**src/rtl/entity_slot_scheduler.sv**
```systemverilog
// rtl/entity_slot_scheduler.sv - round-robin entity slot writer with vblank-synchronous bank swap
// Shadow bank takes requester writes; active bank drives the frame buffer and updates only on vblank.
module entity_slot_scheduler #(
  parameter int NUM_REQ   = 4,
  parameter int NUM_SLOTS = 9,
  parameter int ENT_W     = 14
) (
  input  logic                       clk,
  input  logic                       reset,
  input  logic [NUM_REQ-1:0]         req_valid,
  input  logic [4*NUM_REQ-1:0]       req_slot,
  input  logic [ENT_W*NUM_REQ-1:0]   req_data,
  output logic [NUM_REQ-1:0]         req_ready,
  input  logic                       vblank_start,
  output logic [ENT_W*NUM_SLOTS-1:0] entity_flat,
  output logic                       frame_swap,
  output logic                       slot_err,
  output logic                       dirty
);

  localparam int PTR_W = (NUM_REQ > 1) ? $clog2(NUM_REQ) : 1;
  localparam logic [ENT_W-1:0] EMPTY_ENT = {4'hf, {(ENT_W-4){1'b0}}};

  typedef enum logic {
    OPEN = 1'b0,
    SWAP = 1'b1
  } state_t;

  state_t state, next_state;

  logic [PTR_W-1:0] ptr, next_ptr;
  logic [ENT_W-1:0] shadow [NUM_SLOTS];
  logic [ENT_W-1:0] active [NUM_SLOTS];

  logic [NUM_REQ-1:0] grant;
  logic               xfer;
  logic [3:0]         sel_slot;
  logic [ENT_W-1:0]   sel_data;
  logic               slot_ok;
  int                 idx;

  // Search starts at the pointer and wraps; the first valid requester wins.
  always_comb begin
    grant    = '0;
    xfer     = 1'b0;
    sel_slot = '0;
    sel_data = '0;
    next_ptr = ptr;
    idx      = 0;
    if (state == OPEN) begin
      for (int i = 0; i < NUM_REQ; i++) begin
        idx = (int'(ptr) + i) % NUM_REQ;
        if (!xfer && req_valid[idx]) begin
          xfer       = 1'b1;
          grant[idx] = 1'b1;
          sel_slot   = req_slot[idx*4 +: 4];
          sel_data   = req_data[idx*ENT_W +: ENT_W];
          next_ptr   = PTR_W'((idx + 1) % NUM_REQ);
        end
      end
    end
  end

  assign req_ready = grant;
  assign slot_ok   = (sel_slot < 4'(NUM_SLOTS));

  always_comb begin
    next_state = state;
    case (state)
      OPEN: if (vblank_start && (dirty || (xfer && slot_ok))) next_state = SWAP;
      SWAP: next_state = OPEN;
      default: next_state = OPEN;
    endcase
  end

  always_ff @(posedge clk or posedge reset) begin
    if (reset) begin
      state <= OPEN;
      ptr   <= '0;
    end else begin
      state <= next_state;
      ptr   <= next_ptr;
    end
  end

  // Invalid-slot writes are granted but dropped so the requester never stalls.
  always_ff @(posedge clk or posedge reset) begin
    if (reset) begin
      for (int k = 0; k < NUM_SLOTS; k++) begin
        shadow[k] <= EMPTY_ENT;
        active[k] <= EMPTY_ENT;
      end
      dirty      <= 1'b0;
      frame_swap <= 1'b0;
      slot_err   <= 1'b0;
    end else begin
      frame_swap <= (state == SWAP);
      slot_err   <= xfer && !slot_ok;
      if (xfer && slot_ok) begin
        shadow[sel_slot] <= sel_data;
      end
      if (state == SWAP) begin
        for (int k = 0; k < NUM_SLOTS; k++) begin
          active[k] <= shadow[k];
        end
        dirty <= 1'b0;
      end else if (xfer && slot_ok) begin
        dirty <= 1'b1;
      end
    end
  end

  for (genvar k = 0; k < NUM_SLOTS; k++) begin : g_flat
    assign entity_flat[k*ENT_W +: ENT_W] = active[k];
  end

endmodule

```
**config.mk**
```make
export PLATFORM = sky130hd
export DESIGN_NAME = entity_slot_scheduler
export DESIGN_NICKNAME = d
export VERILOG_FILES = /design/src/rtl/entity_slot_scheduler.sv
export SDC_FILE = /design/constraint.sdc
export NUM_CORES = 1
export LEC_CHECK = 0
export CAP_MARGIN = 20
export CORE_MARGIN = 4
export CORE_UTILIZATION = 45
export DETAILED_ROUTE_END_ITERATION = 8
export GPL_TIMING_DRIVEN = 1
export PLACE_DENSITY = 0.75
export SLEW_MARGIN = 20
export SYNTH_ARGS = -nofsm -noshare
export SYNTH_HDL_FRONTEND = slang
export SYNTH_SLANG_ARGS = --single-unit
export TNS_END_PERCENT = 5
```
**constraint.sdc**
```tcl
create_clock -name clk -period 19.3 [get_ports clk]
set_clock_uncertainty 0.15 [all_clocks]
set_input_delay 1.93 -clock clk [delete_from_list [all_inputs] [get_ports clk]]
set_output_delay 1.93 -clock clk [all_outputs]
set_load 0.005 [all_outputs]
```
Yosys cells after proc, flatten, opt, wreduce, memory -nomap -nowiden
Index checks and enable logic that the tools add are counted.
Operators by class
  $add $sub $neg: 6
  multipliers: 4
  div/mod/pow operators: 0
  magnitude comparators: 11
  equal/unequal tests: 0
  shift-type cells: 8
  multiplexer cells: 56
  bitwise logic cells: 8
  reduce and logical (&&, ||, !) cells: 22
Operators with widths (count)
  $shiftx 56x8->14: 3
  $bwmux 126: 1
  $mux 14: 6
  $shiftx 16x5->4: 4
  $demux 14 s4: 1
  $shiftx 56x7->14: 1
  $mux 4: 13
  $mux 1: 22
  $mul 3x4->7 const B: 3
  $lt 3x4->1 const B: 3
  $or 4x4->4: 3
  $logic_and 1x1->1: 11
  $add 2x2->2 const B: 5
  $ge 3x1->1 const B: 3
  $bmux 1 s2: 4
  $demux 1 s2: 4
  $mux 2: 4
  $reduce_or 2->1: 3
  $ge 5x5->1 const B: 1
  $lt 5x1->1 const B: 1
  $mul 2x3->5 const B: 1
  $not 4->5: 1
  $logic_not 1->1: 4
  $lt 4x4->1 const B: 1
  10 further kinds: 12
Word-level totals
  register bits: 258
  latch bits: 0
  RAM bits: 0
  ROM bits: 0
  input port bits: 79
  word-level logic and storage cells: 138
  memories kept: 0

Depth between registers and ports, before layout
  depth in word-level cells: 23
  depth in mapped cells: 19

Worst setup path before layout
Ideal clock, no wire load.
  path kind: register to output
  start point: register ptr[1]
  end point: output port req_ready[2]
  arrival: 4102 ps
  path slack: 13118 ps
  stages on the path, launching flop included: 13
  path buffers: 6
  path through: dfrtp_1 clkbuf_1 buf_1 clkbuf_1 inv_1 ha_1 buf_4 mux4_2 nor4b_4 clkbuf_1 clkbuf_1 a21oi_1 nor2_1
Between the ends
  cells in the longest elaborated chain, start to end: 16
Ends and longest elaborated chain
  start, declared: RTL line 31  | logic [PTR_W-1:0] ptr, next_ptr;
  start signal, assigned: RTL line 82  | ptr <= next_ptr;
  $add 2x1->2 or $bmux 1 s2 (tied branches): RTL line 52, 53
  $reduce_or 2->1 (no line) or $mux 1 (tied branches)
  $and 1x1->1 (no line) or $mux 1 (tied branches)
  $lt 3x4->1 (implied by the code) (tied with other cells): RTL line 55  | grant[idx] = 1'b1;
  $logic_and 1x1->1 (implied by the code) or $logic_not 1->1 (tied branches): RTL line 55, 53
  $mux 1 (implied by the code) or $logic_and 1x1->1 (tied branches): RTL line 55, 53
  $demux 1 s2 or $mux 1 (tied branches): RTL line 55, 53
  $or 4x4->4 (no line) or $mux 1 (tied branches)
  $mux 4 or $logic_not 1->1 (tied branches): RTL line 53  | if (!xfer && req_valid[idx]) begin
  $mux 4 or $logic_and 1x1->1 (tied branches): RTL line 50, 53
  $or 4x4->4 (no line) or $mux 1 (tied branches)
  $mux 4 or $mux 1 (tied branches): RTL line 53, 50
  $mux 4 or $logic_not 1->1 (tied branches): RTL line 50, 53
  $or 4x4->4 (no line) or $logic_and 1x1->1 (tied branches)
  $mux 4 (*): RTL line 53
  $mux 4 (*): RTL line 50  | if (state == OPEN) begin
  end, declared: RTL line 13  | output logic [NUM_REQ-1:0] req_ready,
Every way passes the cells marked *; elsewhere a longest branch is shown, timed or not. The select of a mux whose other input is x is not followed.

Final worst setup path
  start point: register ptr[0]
  end point: output port req_ready[0]
The elaborated chain is that of the path after synthesis.

==> out/results.tsv <==
stage	metric	value	unit
power_and_ir_drop	powerDensity	205	nW/um^2
routing	vias_per_cell	6.56	
cts	cts-root-buf	clkbuf_16	
final_layout	final_nets	1597	
cts	clk_latency	520	ps
synthesis	synth.area.top_cells	dfrtp_1, mux4_2, mux2_2, dfstp_2, mux2i_1	
place	pre_cts_ws	12340	ps
worst_setup_path	crit_required	17220	ps
place	port-buffer-count	211	
cts	post_cts_resized	0	
cts	cts_tree	done	
timing	timing.final.crit_share	0.388	
cts	clkSinkCount	258	
routing	first_pass_iters	6	
timing	setup_viol	0	
synthesis	synthCells	1396	
synthesis	synth_flop_cell	dfrtp_1	
power_and_ir_drop	power_leakage	8.24	nW
timing	holdWs	340	ps
floorplan	ios	212	
routing	drc	0	
routing	routed_wl	53300	um
cts	htree_levels	1	
worst_setup_path	path_max_fanout	63	
floorplan	die_h	204	um
worst_setup_path	crit_path_start_kind	flop	
global_routing	grt_start_max_net_pins	92	
global_routing	grt_overflow	0	
synthesis	synth_edf_count	0	
routing	first_iter_violations	1514	
floorplan	core	37800	sq um
final_layout	area_growth	19.5	%
run	cap_violations	0	
worst_hold_path	hold_depth	1	
timing	rsz0062_at_grt	no	
final_layout	regArea	6550	sq um
synthesis	async_flop_share	1.00	
timing	hold_viol_final	0	
cts	cts.clk_slew.worst_paths	60	ps
synthesis	yosysWarningCount	0	
floorplan	dieArea	41600	sq um
place	dp_cells	1993	
worst_setup_path	cp_data_arrival_time	5410	ps
synthesis	synth.distinct_cells	76	
place	globalplace.congestion	0.941	
cts	cts_buffer_depth	3	
synthesis	synth.top_cell.area_share	0.270	
worst_hold_path	hp-class	flop to flop	
timing	setup_tns	0	ps
worst_setup_path	ff2ff_path_depth	12	
synthesis	synth_fp_nets	1483	
synthesis	synth.cell_area	17300	sq um
routing	ant_nets	0	
final_layout	final_cell_count_no_fill	2042	
cts	postCtsSetupBuffers	0	
timing	worst_pin_slew	1110	ps
global_routing	antenna_found_initial	3	
final_layout	nFillCells	3130	
timing	fin_ws	11810	ps
place	hpwl	35600	um
synthesis	synth-seq-area-share	0.379	
floorplan	die_width	204	um
final_layout	multi_input_area	10000	sq um
synthesis	syn_avg_cell_area	12.4	sq um
cts	holdBufCountCts	0	
worst_setup_path	crit_type	flop to output port	
power_and_ir_drop	ir_drop	0.000151	V
timing	drv_slew	0	
final_layout	final_layout_size_suffix_gt1_frac	0.349	
synthesis	synth_top_area_cell	dfrtp_1	
timing	layout_min_cycle_time	7490	ps
synthesis	synth_seq_cells	258	
routing	vias	13400	
timing	relSlewSlack	0.263	
routing	avgRoutedWirePerCell	26.1	um
floorplan	num_rows	71	
global_routing	grt_pass1_wl	81800	um
global_routing	grt_use_total	0.250	
cts	numCtsBuffers	25	
run_status	outcome	complete, no violations	
global_routing	grt_pass1_vias	13200	
worst_setup_path	critical_path.endpoint_type	output port	
floorplan	start_util	0.457	
timing	timing.fmax	134	MHz
[path summary, 6_finish.rpt]
check	from	end	slack, ps
worst max-delay path	ptr[0]$_DFFE_PP0P_	req_ready[0]	11810
worst min-delay path	shadow[20]$_DFFE_PP0P_	shadow[20]$_DFFE_PP0P_	340
worst max register to register	ptr[0]$_DFFE_PP0P_	shadow[8]$_DFFE_PP0P_	12980
worst min register to register	shadow[20]$_DFFE_PP0P_	shadow[20]$_DFFE_PP0P_	340
max in group asynchronous	reset	ptr[0]$_DFFE_PP0P_	15340
min in group asynchronous	reset	entity_flat[45]$_DFFE_PP0P_	1730
[cells by family after synthesis]
kind of cell,share of synthesized area
compound gates,0.0884
mux,0.418
xor+xnor,0.000507
fa+ha+maj,0.00580
flops,0.379
buf+inv,0.0456
simple gates,0.0629
[critical path: stages (launching register included)]
cell and delay (ps):
dfrtp_4 970, inv_2 40, buf_4 400, ha_4 380
buf_4 710, mux4_2 790, nor2b_1 540, a22oi_1 130
nor2_1 130, a21oi_1 50, a21oi_1 190, clkdlybuf4s50_1 520
[layer usage]
layer  track usage  wire length, um  vias to the layer above
li1              -                -                     5599
met1         0.351            20800                     6816
met2         0.402            25200                      851
met3        0.0476             5560                      131
met4        0.0711             1720                        4
met5             0               30                        -
[cells in the mapped netlist, types with 16 or more instances]
master / count
nand2_1: 87
dfrtp_1: 186
mux2_1: 43
buf_2: 35
clkbuf_1: 90
mux2_2: 206
mux4_2: 142
inv_1: 16
nor2_1: 52
dfstp_2: 72
a21oi_1: 48
o21ai_0: 40
mux2i_1: 121
[where the power goes]
part	switching [mW]	leakage, nW	internal, mW	total, mW
clock network	0.206	0.478	0.344	0.551
registers	0.158	3.13	0.816	0.974
logic	1.44	4.63	1.28	2.71
total	1.80	8.24	2.44	4.24
[registers in the layout (all words and copies together) (netlist names)]
name         count
dirty            1
shadow         126
slot_err         1
ptr              2
state            1
frame_swap       1
entity_flat    126
[cell type report]
| class | instances | share of cell area |
|---|---|---|
| inverter | 21 | 0.00418 |
| multi-input combinational | 962 | 0.486 |
| timing repair buffer | 242 | 0.114 |
| clock inverter | 14 | 0.0123 |
| tap | 511 | 0.0310 |
| antenna | 2 | 0.000242 |
| sequential | 258 | 0.317 |
| clock buffer | 32 | 0.0345 |
[placed cells by master (no fill, tap or decap), types with 6 or more instances in the layout]
| cell | instances |
|---|---|
| o21ai_0 | 40 |
| clkbuf_16 | 25 |
| ha_1 | 6 |
| a221oi_1 | 14 |
| nand2b_1 | 7 |
| clkdlybuf4s50_1 | 211 |
| dfstp_2 | 72 |
| bufinv_16 | 6 |
| nand3_1 | 13 |
| o31ai_1 | 10 |
| nand2_1 | 87 |
| a311oi_1 | 6 |
| nor2b_1 | 12 |
| inv_1 | 15 |
| or3_1 | 6 |
| o211ai_1 | 13 |
| nor2_1 | 50 |
| a211oi_1 | 15 |
| dfrtp_1 | 184 |
| a31oi_1 | 12 |
| nor3_1 | 11 |
| mux2_2 | 206 |
| a22oi_1 | 13 |
| mux2_1 | 43 |
| and2_1 | 6 |
| buf_4 | 29 |
| clkbuf_8 | 6 |
| mux2i_1 | 121 |
| a21oi_1 | 48 |
| mux4_2 | 142 |
[stage by stage]
step,util,area [sq um],total power [mW]
floorplan,-,17300,2.77
finish,0.547,20600,4.24
global route,0.547,20600,4.49
detailed placement,0.521,19700,3.67
CTS,0.546,20600,4.23
global placement,0.520,19600,3.60
(Power assumes the default switching activity.)
